<file path="config.mk">
export PLATFORM = sky130hd
export DESIGN_NAME = serial_full_subtractor
export DESIGN_NICKNAME = d
export VERILOG_FILES = /design/src/rtl/serial_full_subtractor.sv
export SDC_FILE = /design/constraint.sdc
export NUM_CORES = 1
export LEC_CHECK = 0
export CORE_MARGIN = 10
export CORE_UTILIZATION = 35
export CTS_CLUSTER_SIZE = 40
export DETAILED_ROUTE_END_ITERATION = 10
export GPL_TIMING_DRIVEN = 1
export PLACE_DENSITY = 0.58
export SLEW_MARGIN = 20
export SYNTH_ARGS = -nofsm -noshare
export SYNTH_HDL_FRONTEND = slang
export SYNTH_SLANG_ARGS = --single-unit
</file>
<file path="constraint.sdc">
create_clock -name clk -period 2 [get_ports clk]
set_input_delay 0.3 -clock clk [delete_from_list [all_inputs] [get_ports clk]]
set_output_delay 0.3 -clock clk [all_outputs]
set_load 0.01 [all_outputs]
</file>
<file path="src/rtl/serial_full_subtractor.sv">
// serial_full_subtractor
//   Bit-serial subtractor: diff = a - b - borrow_in (mod 2^WIDTH), LSB first.
//   One full-subtractor cell and a borrow flop process one bit per clock.
//   Operands enter through a valid/ready handshake, and the result leaves through one.
//
// Parameters
//   WIDTH       operand/result width (>=1)
//
// Ports
//   clk         rising-edge clock
//   rst         synchronous active-high reset
//   in_valid    operands valid          in_ready   accepting (IDLE only)
//   a, b        minuend / subtrahend    borrow_in  borrow into bit 0
//   out_valid   result valid            out_ready  consumer accepts result
//   diff        a - b - borrow_in       borrow_out final borrow (unsigned a < b+bin)
//   busy        high in SHIFT and DONE
//   overflow    (only with SERIAL_SUB_OVF_EN) two's-complement overflow,
//               valid with out_valid
//
// Build option: define SERIAL_SUB_OVF_EN to add the overflow output.
module serial_full_subtractor #(
  parameter int WIDTH = 8
) (
  input  logic             clk,
  input  logic             rst,
  input  logic             in_valid,
  output logic             in_ready,
  input  logic [WIDTH-1:0] a,
  input  logic [WIDTH-1:0] b,
  input  logic             borrow_in,
  output logic             out_valid,
  input  logic             out_ready,
  output logic [WIDTH-1:0] diff,
  output logic             borrow_out,
`ifdef SERIAL_SUB_OVF_EN
  output logic             overflow,
`endif
  output logic             busy
);

  localparam int CW = (WIDTH > 1) ? $clog2(WIDTH) : 1;

  typedef enum logic [1:0] {IDLE, SHIFT, DONE} state_t;

  state_t           state;
  logic [WIDTH-1:0] a_sh, b_sh;
  logic [CW-1:0]    cnt;
  logic             bw;

`ifdef SERIAL_SUB_OVF_EN
  logic             a_msb, b_msb;
`endif

  // Full-subtractor cell on the current LSBs
  logic             d, bo, last;
  logic [WIDTH-1:0] diff_nxt;

  always_comb begin
    d    = a_sh[0] ^ b_sh[0] ^ bw;
    bo   = (~a_sh[0] & b_sh[0]) | (~(a_sh[0] ^ b_sh[0]) & bw);
    last = (cnt == CW'(WIDTH - 1));
    // Result bits arrive LSB first, so enter at the MSB and shift right;
    // after WIDTH shifts bit 0 has reached position 0.
    diff_nxt            = diff >> 1;
    diff_nxt[WIDTH-1]   = d;
  end

  always_ff @(posedge clk) begin
    if (rst) begin
      state      <= IDLE;
      in_ready   <= 1'b1;
      out_valid  <= 1'b0;
      busy       <= 1'b0;
      diff       <= '0;
      borrow_out <= 1'b0;
      cnt        <= '0;
      bw         <= 1'b0;
      a_sh       <= '0;
      b_sh       <= '0;
`ifdef SERIAL_SUB_OVF_EN
      overflow   <= 1'b0;
      a_msb      <= 1'b0;
      b_msb      <= 1'b0;
`endif
    end else begin
      case (state)
        IDLE: begin
          if (in_valid && in_ready) begin
            state    <= SHIFT;
            in_ready <= 1'b0;
            busy     <= 1'b1;
            a_sh     <= a;
            b_sh     <= b;
            bw       <= borrow_in;
            cnt      <= '0;
`ifdef SERIAL_SUB_OVF_EN
            a_msb    <= a[WIDTH-1];
            b_msb    <= b[WIDTH-1];
`endif
          end
        end
        SHIFT: begin
          a_sh <= a_sh >> 1;
          b_sh <= b_sh >> 1;
          bw   <= bo;
          diff <= diff_nxt;
          cnt  <= cnt + 1'b1;
          if (last) begin
            state      <= DONE;
            out_valid  <= 1'b1;
            borrow_out <= bo;
`ifdef SERIAL_SUB_OVF_EN
            // d is the result MSB produced this cycle
            overflow   <= (a_msb ^ b_msb) & (d ^ a_msb);
`endif
          end
        end
        DONE: begin
          // Result holds until taken; no accept in the same cycle.
          if (out_valid && out_ready) begin
            state     <= IDLE;
            out_valid <= 1'b0;
            busy      <= 1'b0;
            in_ready  <= 1'b1;
          end
        end
        default: begin
          state     <= IDLE;
          in_ready  <= 1'b1;
          out_valid <= 1'b0;
          busy      <= 1'b0;
        end
      endcase
    end
  end

endmodule

</file>
## Yosys cells after proc, flatten, opt, wreduce, memory -nomap -nowiden

Index checks and enable logic that the tools add are counted.

| storage, ports and cells | value |
|---|---|
| register bits | 34 |
| bits of input ports | 21 |
| output and inout port bits | 12 |
| logic and storage cells | 55 |

| cells by class | value |
|---|---|
| add/subtract/negate cells | 1 |
| eq/ne operators | 6 |
| multiplexer cells | 20 |
| bitwise logic cells | 9 |
| reduce and logical (&&, ||, !) cells | 9 |

Operators with widths:

| kind | count |
|---|---|
| $pmux 8 s2 | 2 |
| $mux 8 | 2 |
| $pmux 1 s3 | 3 |
| $reduce_and 3->1 | 3 |
| $mux 1 | 6 |
| $mux 2 | 3 |
| $ne 2x2->1 const B | 3 |
| $pmux 2 s3 | 1 |
| $pmux 3 s2 | 1 |
| $not 1->1 | 4 |
| $reduce_and 2->1 | 2 |
| $add 3x1->3 const B | 1 |
| $eq 3x3->1 const B | 1 |
| $mux 3 | 1 |
| $and 1x1->1 | 2 |
| $eq 2x1->1 const B | 1 |
| $eq 2x2->1 const B | 1 |
| $logic_and 1x1->1 | 2 |
| $logic_not 2->1 | 1 |
| $pmux 1 s2 | 1 |
| $reduce_bool 2->1 | 1 |
| $xor 1x1->1 | 2 |
| $or 1x1->1 | 1 |

## Depth between registers and ports, before layout

Gate-level depths: netlist (run 1).

| depth | value |
|---|---|
| word-level depth | 5 |
| depth in mapped cells | 6 |
| gate-level depth less buffers | 5 |

## Worst setup path before layout (run 1)

Ideal clock, no wire load.

| timing | value |
|---|---|
| path type | flip-flop to flip-flop |
| start point | register b_sh[0] |
| end point | register bw |
| setup time | 86 ps |
| arrival time | 1186 ps |
| required time | 1914 ps |
| setup slack | 728 ps |
| cell stages (with the launch flop) | 6 |
| buffers on the path | 0 |
| clock period less this slack | 1272 ps |
| cells stage by stage | dfxtp_1 > inv_1 > fa_1 > nor3b_1 > a2111oi_0 > a211oi_1 |

| between the ends | value |
|---|---|
| cells in the longest elaborated chain, start to end | 5 |
| elaborated cells between the ends (all ways) | 6 |
| classes of those cells | mux: 1; bitwise: 5 |

Ends and longest elaborated chain:

| item | line | source |
|---|---|---|
| start, declared | 46 | `logic [WIDTH-1:0] a_sh, b_sh;` |
| start signal, assigned | 104 | `b_sh <= b_sh >> 1;` |
| $xor 1x1->1 | 60 | `bo = (~a_sh[0] & b_sh[0]) \| (~(a_sh[0] ^ b_sh[0]) & bw);` |
| $not 1->1 | 60 |  |
| $and 1x1->1 | 60 |  |
| $or 1x1->1 * | 60 |  |
| $pmux 1 s2 * | 86 | `case (state)` |
| end signal, assigned | 94 | `bw <= borrow_in;` |
| end signal, assigned | 105 | `bw <= bo;` |
| end, declared | 48 | `logic bw;` |

Every way passes the cells marked *; elsewhere a longest branch is shown, timed or not.
A chain may end at the register's enable or synchronous reset.

## Worst setup path in the final report (run 1)

| timing | value |
|---|---|
| start point | register state[0] |
| end point | register a_sh[6] |

| between the ends | value |
|---|---|
| cells in the longest elaborated chain, start to end | 3 |
| elaborated cells between the ends (all ways) | 6 |
| classes of those cells | eq/ne: 2; mux: 1; reduce/logical: 3 |

Ends and longest elaborated chain:

| item | line | source |
|---|---|---|
| start, declared | 45 | `state_t state;` |
| start signal, assigned | 70 | `state <= IDLE;` |
| start signal, assigned | 89 | `state <= SHIFT;` |
| start signal, assigned | 109 | `state <= DONE;` |
| $eq 2x1->1 or $logic_not 2->1 (tied branches) | 86 |  |
| $reduce_bool 2->1 (no line) or $ne 2x2->1 (tied branches) | n/a |  |
| $reduce_and 2->1 (no line) | n/a |  |
| end signal, assigned | 103 | `a_sh <= a_sh >> 1;` |
| end, declared | 46 |  |

Several ways; a longest one is shown, not always the timed one.

==> results.md, run 1 <==
* Status: finished clean
* ANT cells at 0
* Chip height at 88.1 µm
* Fmax at slightly below 600 MHz
* Hold Path Class: reg2reg
* IO Port Bufs at 32
* CTS Hold Bufs at 0
* Synth area leader: dfxtp_1
* Most common cell after layout, fill and taps aside: nand2_1
* Synth Area per Inst at 9.21 µm²
* Antenna violations before repair at 0
* Primary FF master, synth: dfxtp_1
* Routed Wire Length at between 3000 and 4000 µm
* Max Root-Sink Buffers at 2
* CP max FO at 15
* Met1 GRT Util at about an eighth
* I/O pin count at 33
* Initial DRC count at between 70 and 80
* Sink Count at 34
* Worst Skew at ~0.0030 ns
* Most frequent cells in the layout: nand2_1 (51), dfxtp_1 (34), clkdlybuf4s50_1 (32)
* RSZ-0062 raised after global routing: no
* Die width at 88.1 µm
* LEAKAGE at roughly 0.72 nW
* # setup viols final at 0
* Post-synthesis sequential area ratio at a little over two fifths
* CP Launch Type: flop
* Die area at ~7800 µm²
* ANT nets after route at 0
* Clock Latency Late Sink at 0.28 ns
* Via density at about 5.1
* Max_slew headroom at between 40% and 50%
* Total setup buffers inserted after CTS at 0
* Post-synth ARST share at 0%
* Final critical-path required period at roughly 1.7 ns
* Maxcap violations at 0
* Clk slew on worst S/H paths at around 0.070 ns
* Core Area at 4410 µm²
* Routed WL per cell at roughly 14 µm
* Share of Yosys cell area claimed by the top area cell type at about two fifths
* Largest net degree at the start of global routing at 24
* Met3 Usage GRT at 3.53%
* Grt met2 use at approximately 16%
* Global-route wire length before repair at around 6200 µm
* CTS root buf: clkbuf_8
* Vias in the first global route at around 1300
* NumNets Final at between 200 and 250
* TNS Setup at 0 ns
* Syn_nets at 200
* Starting Density at 36.7%
* Distinct cell type count after synthesis at 31
* CTS tree: done
* Worst Path Arrival at around 1.8 ns
* Post-CTS Resized at 0
* Detailed Place HPWL at between 2000 and 3000 µm
* Pwr dens at approximately 800 nW/µm²
* Synth Warn # at 0
* Tot GR Track Use at between 10 and 15%
* Grt ovf at 0
* WS Path Type: reg2reg
* Slew Limit Fails at 0
* Routability congestion estimate from global placement at 0.790
* Residual DRC at 0
* Cell count after synthesis at about 180
* Routed vias at between 1000 and 1500
* Top cells by area, synth: dfxtp_1 (42%), nand2_1 (12%), o21ba_2 (8.0%)
* Req. time, crit path at 2.12 ns
* H-tree levels at 2
* Layout cells sized above 1 at 19.2%
* Yosys reg bits at 34
* Mapped Area at between 1500 and 2000 µm²
* Total CTS buffers at 5
* Num rows at 24
* GR peak layer: met2
* Layout area overhead at 26.5%
* CP Capture Type: flop
* Final hold vios at 0
* VDD IR-drop max at around 0.00033 V
* Drt pass-1 iters at 4
* Total power at roughly 1.6 mW
* Period utilisation layout at a little over four fifths
* Slew @ Worst Pin at between 0.7 and 0.8 ns
* EDFF count, synth at 0
## cell families (layout without fill, tap and decap cells)
family | Yosys count | after routing | share of synthesized area [%]
AND/OR/NAND/NOR | 59 | 59 | 16.2
multiplexers | 1 | 1 | 0.617
buffers and inverters | 20 | 52 | 8.18
adder cells (fa/ha/maj) | 3 | 3 | 2.78
AO/OA/AOI/OAI | 59 | 59 | 30.2
flip-flops | 34 | 34 | 42.0
## flip-flops by register name (all words and copies together) (netlist names)
signal and count:
a_sh 8, b_sh 8, borrow_out 1, busy 1, bw 1, cnt 3, diff 8, in_ready 1
out_valid 1, state 2
## metal layers
layer | vias up | share of wire [%]
li1 | 675 | -
met1 | 616 | 45
met2 | 19 | 48
met3 | 5 | 4.4
met4 | 0 | 2.4
met5 | - | 0
## Yosys cell counts, types with 2 or more instances
cell type and count:
dfxtp_1 34, a311oi_1 6, ha_1 2, nand2_1 51, buf_2 3, inv_1 6, o21ba_2 13, a21oi_1 17
clkbuf_1 2, buf_4 4, buf_6 3, o21ai_0 8, o21a_1 2, a311oi_2 8
## worst max-delay path, stage by stage (launching register included)
cell	delay, ns
dfxtp_1	0.60
a21oi_4	0.09
nor2_2	0.63
a311oi_2	0.20
## path summary, 6_finish.rpt
| path | start | endpoint | slack [ns] | depth (start not counted) |
|---|---|---|---|---|
| setup reg to reg | state[0] | a_sh[6] | 0.32 | 3 |
| setup / recovery | state[0] | a_sh[6] | 0.32 | 3 |
| hold reg to reg | diff[0] | diff[0] | 0.46 | 2 |
| hold / removal | diff[0] | diff[0] | 0.46 | 2 |
## metrics by stage
stage / hold slack, ns / instances / setup WS (ns) / area (µm²) / utilization [%]
final: 0.461 / 260 / 0.319 / 2050 / 46.5
after global routing: 0.490 / 260 / 0.155 / 2050 / 46.5
after CTS: 0.464 / 260 / 0.306 / 2050 / 46.5
after detailed placement: 0.455 / 252 / 0.0382 / 1940 / 44.0
after global placement: 0.450 / 252 / 0.0929 / 1940 / 44.0
after floorplan: 0.428 / 176 / 0.728 / 1620 / -
## where the power goes
part,switching (mW),internal [mW]
clock network,0.247,0.348
logic,0.139,0.156
registers,0.0319,0.727
## cell type report
type | instances | area [µm²]
Inverter | 6 | 22.5
Timing Repair Buffer | 38 | 365
Sequential cell | 34 | 681
Fill cell | 436 | 2360
Clock buffer | 8 | 110
Multi-Input combinational cell | 122 | 808
Tap cell | 52 | 65.1
Note: power is estimated with default switching activity, not from simulation.
==> run 2, diff against run 1 <==
- clock period: 2 -> 1.63 ns (I/O delays scaled with it)
==> run 2 against run 1 <==
  * Sequential power rose by 23%
  * Hold slack got worse by 0.00070 ns
  * Critical path type is now reg2out
  * Via count rose by 2.7%
==> results.md, run 2 (synthesis gave the netlist of run 1 again) <==
* Worst path cell trace: clkdlybuf4s50_1
* CP max FO at 5
* CP Capture Type: output port
* Most frequent cells in the layout: nand2_1 (51), dfxtp_1 (34), clkdlybuf4s50_1 (32)
* Dpl ws at slightly below 0.05 ns
* Largest net degree at the start of global routing at 31
* LEAKAGE at 0.764 nW
* Maxcap violations at 0
* Global-route wire length before repair at ~6700 µm
* Final hold vios at 0
* Max stage delay on crit path at 0.58 ns
* Total setup buffers inserted after CTS at 0
* WS Path Type: reg2out
* Drt pass-1 iters at 4
* Final Util at 48.4%
* Max_slew headroom at 71.0%
* Buf/Inv on CP at 1
* Detailed Place HPWL at 2820 µm
* VDD IR-drop max at 0.000527 V
* NumNets Final at 236
* Slowest cell on the critical path: clkdlybuf4s50_1
* Combinational group share of total power at around 17%
* Levels on crit path at 1
* CTS root buf: clkbuf_8
* Die area at 7760 µm²
* WHS Endpoint: diff[1]
* TNS Setup at 0 ns
* Hold path start: diff[2]
* Met3 routed WL at about 120 µm
* WL met2 at approximately 1900 µm
* Req. time, crit path at between 1 and 1.5 ns
* Grt ovf at 0
* Switching Share at a little under a quarter
* Antenna violations before repair at 0
* Sink Count at 34
* I/O pin count at 33
* Routed WL per cell at about 15 µm
* CP Launch Type: flop
* Initial DRC count at 60
* Num rows at 24
* IO Port Bufs at 32
* Routability congestion estimate from global placement at just under 0.8
* Total CTS buffers at 5
* Chip height at slightly below 90 µm
* Internal power at between 1.5 and 2 mW
* Fin worst setup slack at 0.0934 ns
* CTS Hold Bufs at 0
* Total power at roughly 2.3 mW
* R2r endpoint: bw
* RSZ-0062 raised after global routing: no
* Layout area overhead at 31.6%
* Routed Wire Length at 3890 µm
* H-tree levels at 2
* Period utilisation layout at between 90% and 100%
* ANT nets after route at 0
* Vias in the first global route at about 1400
* Post-placement cell area at ~2000 µm²
* Starting Density at between 30% and 40%
* Worst R2R Setup Slack at around 0.13 ns
* Fillers at approximately 420
* Final critical-path required period at 1.54 ns
* Post-CTS Resized at 0
* ANT cells at 0
* Cell total after placement at ~260
* M1 WL at 1800 µm
* Hold Path Class: reg2reg
* Top sig layer: met4
* Tot GR Track Use at between 10 and 15%
* Core Area at 4410 µm²
* CTS tree: done
* Delay-heaviest family, CP: buffers and inverters
* Clock share of power at between 40% and 50%
* # setup viols final at 0
* Worst Path Arrival at 1.29 ns
* Finished Cell Area at ~2100 µm²
* Clock Latency Late Sink at between 0.2 and 0.3 ns
* Clk slew on worst S/H paths at about 0.070 ns
* Status: finished clean
* Slew Limit Fails at 0
* Pwr dens at approximately 1100 nW/µm²
* Layout cells sized above 1 at between 20% and 30%
* Hold slack at 0.460 ns
* Die width at just under 90 µm
* Residual DRC at 0
* Hold Crit Depth at 2
* Slew @ Worst Pin at between 0.4 and 0.5 ns
* Sw Pwr at approximately 0.52 mW
* Routed vias at around 1400
* Reg-to-reg startpoint: state[0]
* R2r worst-path depth at 3
* Max Root-Sink Buffers at 2
* Fmax at roughly 650 MHz
* Most common cell after layout, fill and taps aside: nand2_1
* Worst Skew at between 0.009 and 0.01 ns
* Via density at 5.09
* Non-Filler Instances at 265
* Regs by FF count: a_sh: 8 flops, b_sh: 8 flops, diff: 8 flops
* Sequential Power Share at between 40 and 50%
==> run 2: cell types whose count changed in the layout (fill, tap and decap cells not counted), sizes merged <==
| cell | previous run | this run |
|---|---|---|
| bufinv | 0 | 2 |
| buf | 6 | 11 |
| clkbuf | 8 | 6 |
==> run 2: area by class of cell <==
type                       count  area [µm²]  share of cell area [%]
inverter                       6        22.5                    1.06
sequential                    34         681                    31.9
tap                           52        65.1                    3.05
clock buffer                   6        82.6                    3.87
clock inverter                 2        60.1                    2.81
timing repair buffer          43         415                    19.5
multi-input combinational    122         808                    37.9
==> run 2: how the worst max path moves through the flow <==
stage | from | endpoint
after global placement | in_valid | bw
after CTS | in_ready | in_ready
after detailed placement | in_valid | a_sh[4]
after global routing | state[0] | b_sh[2]
after floorplan | b_sh[0] | bw
final | in_ready | in_ready
==> run 2: metal layers <==
metal	vias to the layer above	GRT usage [%]
met2	18	18.9
met5	-	0
met4	0	4.28
li1	685	-
met1	642	11.9
met3	5	2.79
==> run 2: power by group through the flow <==
stage | Clock (mW) | Sequential, mW | Combinational, mW
after floorplan | 0 | 0.940 | 0.273
after global placement | 0 | 0.947 | 0.382
after detailed placement | 0 | 0.949 | 0.391
after CTS | 0.976 | 0.931 | 0.395
after global routing | 0.997 | 0.938 | 0.432
final | 0.952 | 0.930 | 0.390
==> RTL edit: new RTL, config.mk and constraints of run 2 <==
Encoding of `state_t`: now one-hot (3 bits for 3 states).
--- a/src/rtl/serial_full_subtractor.sv
+++ b/src/rtl/serial_full_subtractor.sv
@@ -40,7 +40,7 @@
 
   localparam int CW = (WIDTH > 1) ? $clog2(WIDTH) : 1;
 
-  typedef enum logic [1:0] {IDLE, SHIFT, DONE} state_t;
+  typedef enum logic [2:0] {IDLE = 3'b001, SHIFT = 3'b010, DONE = 3'b100} state_t;
 
   state_t           state;
   logic [WIDTH-1:0] a_sh, b_sh;
Check against the original RTL: same outputs for any inputs over 10 cycles, from zero or initial values and one cycle with rst high; not proved beyond that.
==> RTL edit against run 2 <==
- design area is 3.9% higher
- synthesized area is 5.6% higher
- non-clock buffer count is 1 higher
- sequential cell count is 1 higher
- power is 3.1% lower
- global-route usage is 0.27 points lower
- wire length is 8.6% higher
- sequential power is 9.7% higher
- count of clock-buffer cells in the layout is 2 higher
- worst setup slack better by 0.069 ns
- critical endpoint unchanged
- largest power group is now registers
==> RTL edit: results (changes against run 2) <==
metric	value	unit	change
post-dp-hpwl	2910	um	+3.3%
yosysWarningCount	0		unchanged
skew	0.00830	ns	-0.000905 ns
grt_max_degree	35		+13%
crit_path_max_incr_delay	0.56	ns	-0.02 ns
critPathArrivalTime	1.22	ns	-0.07 ns
grt_pass1_wl	7230	um	+7.9%
p_leak	0.769	nW	+0.69%
dpl_cell_area	2120	um^2	+6.3%
routabilityCongestion	0.754		-4.8%
reg.largest.list	a_sh: 8 flops, b_sh: 8 flops, diff: 8 flops		
grt_usage	10.4	%	-0.27 points
status	completed		
viasPerCell	5.27		+3.4%
ir_drop	0.407	mV	-23%
drt_iter0_drc	108		+80%
synth_cell_type_count	36		+16%
synth.yosys.seq_area_share	40.9	%	-1.0 points
ys_top_cells_by_count	35 x dfxtp_1, 32 x nand3_1, 29 x a31oi_1		
synth-compound-area-share	21.3	%	-9.0 points
fin_nets	256		+8.5%
crit_family	buffers and inverters		
synth_xor_xnor_area_share	0.512	%	+0.51 points
muxShareOfSynthArea	0	%	-0.62 points
synth_nets	226		+13%
synth-adder-area-share	2.63	%	-0.15 points
tightestPinTransition	0.376	ns	-0.0481 ns
netlist_top_cells_area	dfxtp_1 41%, a31oi_1 11%, nand3_1 9.4%		
drive_gt1_share	10.3	%	-11 points
grt_pass1_vias	1555		+7.8%
wl	4220	um	+8.6%
## RTL edit: cell count changes in the layout (fill, tap and decap cells not counted), moves of 3 or more
cell	delta
and2_1	+14
nand2_1	-33
o21ba_2	-13
inv_1	-3
nand3_1	+32
a31oi_1	+28
o21ai_0	-4
a21oi_1	-3
a311oi_2	-8
a311oi_1	-5
## RTL edit: where the power goes
| group | switching [W] | leakage, nW | total [W] | internal (W) |
|---|---|---|---|---|
| combinational | 0.000246 | 0.433 | 0.000503 | 0.000257 |
| sequential | 0.0000778 | 0.285 | 0.00102 | 0.000938 |
| clock | 0.000298 | 0.0515 | 0.000684 | 0.000386 |
| total | 0.000622 | 0.769 | 0.00220 | 0.00158 |
## RTL edit: worst register-to-register path: stages, from the launching register on
cell	delay (ns)
dfxtp_1	0.54
or3b_1	0.56
nand2b_1	0.18
a21oi_1	0.06
## RTL edit: kinds of logic after synthesis
logic type,Yosys count
DFF,35
and+or+nand+nor,81
buffers and inverters,25
xor gates and xnor gates,1
AOI/OAI and AO/OA,57
adders and majority gates,3
## RTL edit: metal layers
layer / wire, um / GRT usage, % / vias up
li1: - / - / 794
met5: 0 / 0 / -
met2: 1920 / 17.1 / 46
met1: 2030 / 12.6 / 730
met4: 83 / 5.17 / 0
met3: 188 / 2.16 / 10
## RTL edit: final cells by class
class	count	area [um^2]
fillers	500	2510
multi-input cells	142	870
flip-flops and latches	35	701
repair buffers	44	448
clock buffers	8	100
well taps	67	83.8
inverters	4	15.0
## RTL edit: path summary, 6_finish.rpt
check | from | slack (ns) | depth (start not counted) | end
min reg2reg | diff[0] | 0.46 | 2 | diff[0]
max reg2reg | state[1] | 0.17 | 3 | a_sh[7]
min | diff[0] | 0.46 | 2 | diff[0]
max | in_ready | 0.16 | 1 | in_ready
## RTL edit: per-stage QoR
stage | setup WS [ns] | cells | hold slack, ns
floorplan | 0.412 | 202 | 0.403
global placement | 0.0995 | 292 | 0.445
detailed placement | 0.0520 | 292 | 0.450
CTS | 0.149 | 300 | 0.461
global route | 0.0500 | 300 | 0.493
finish | 0.162 | 300 | 0.457
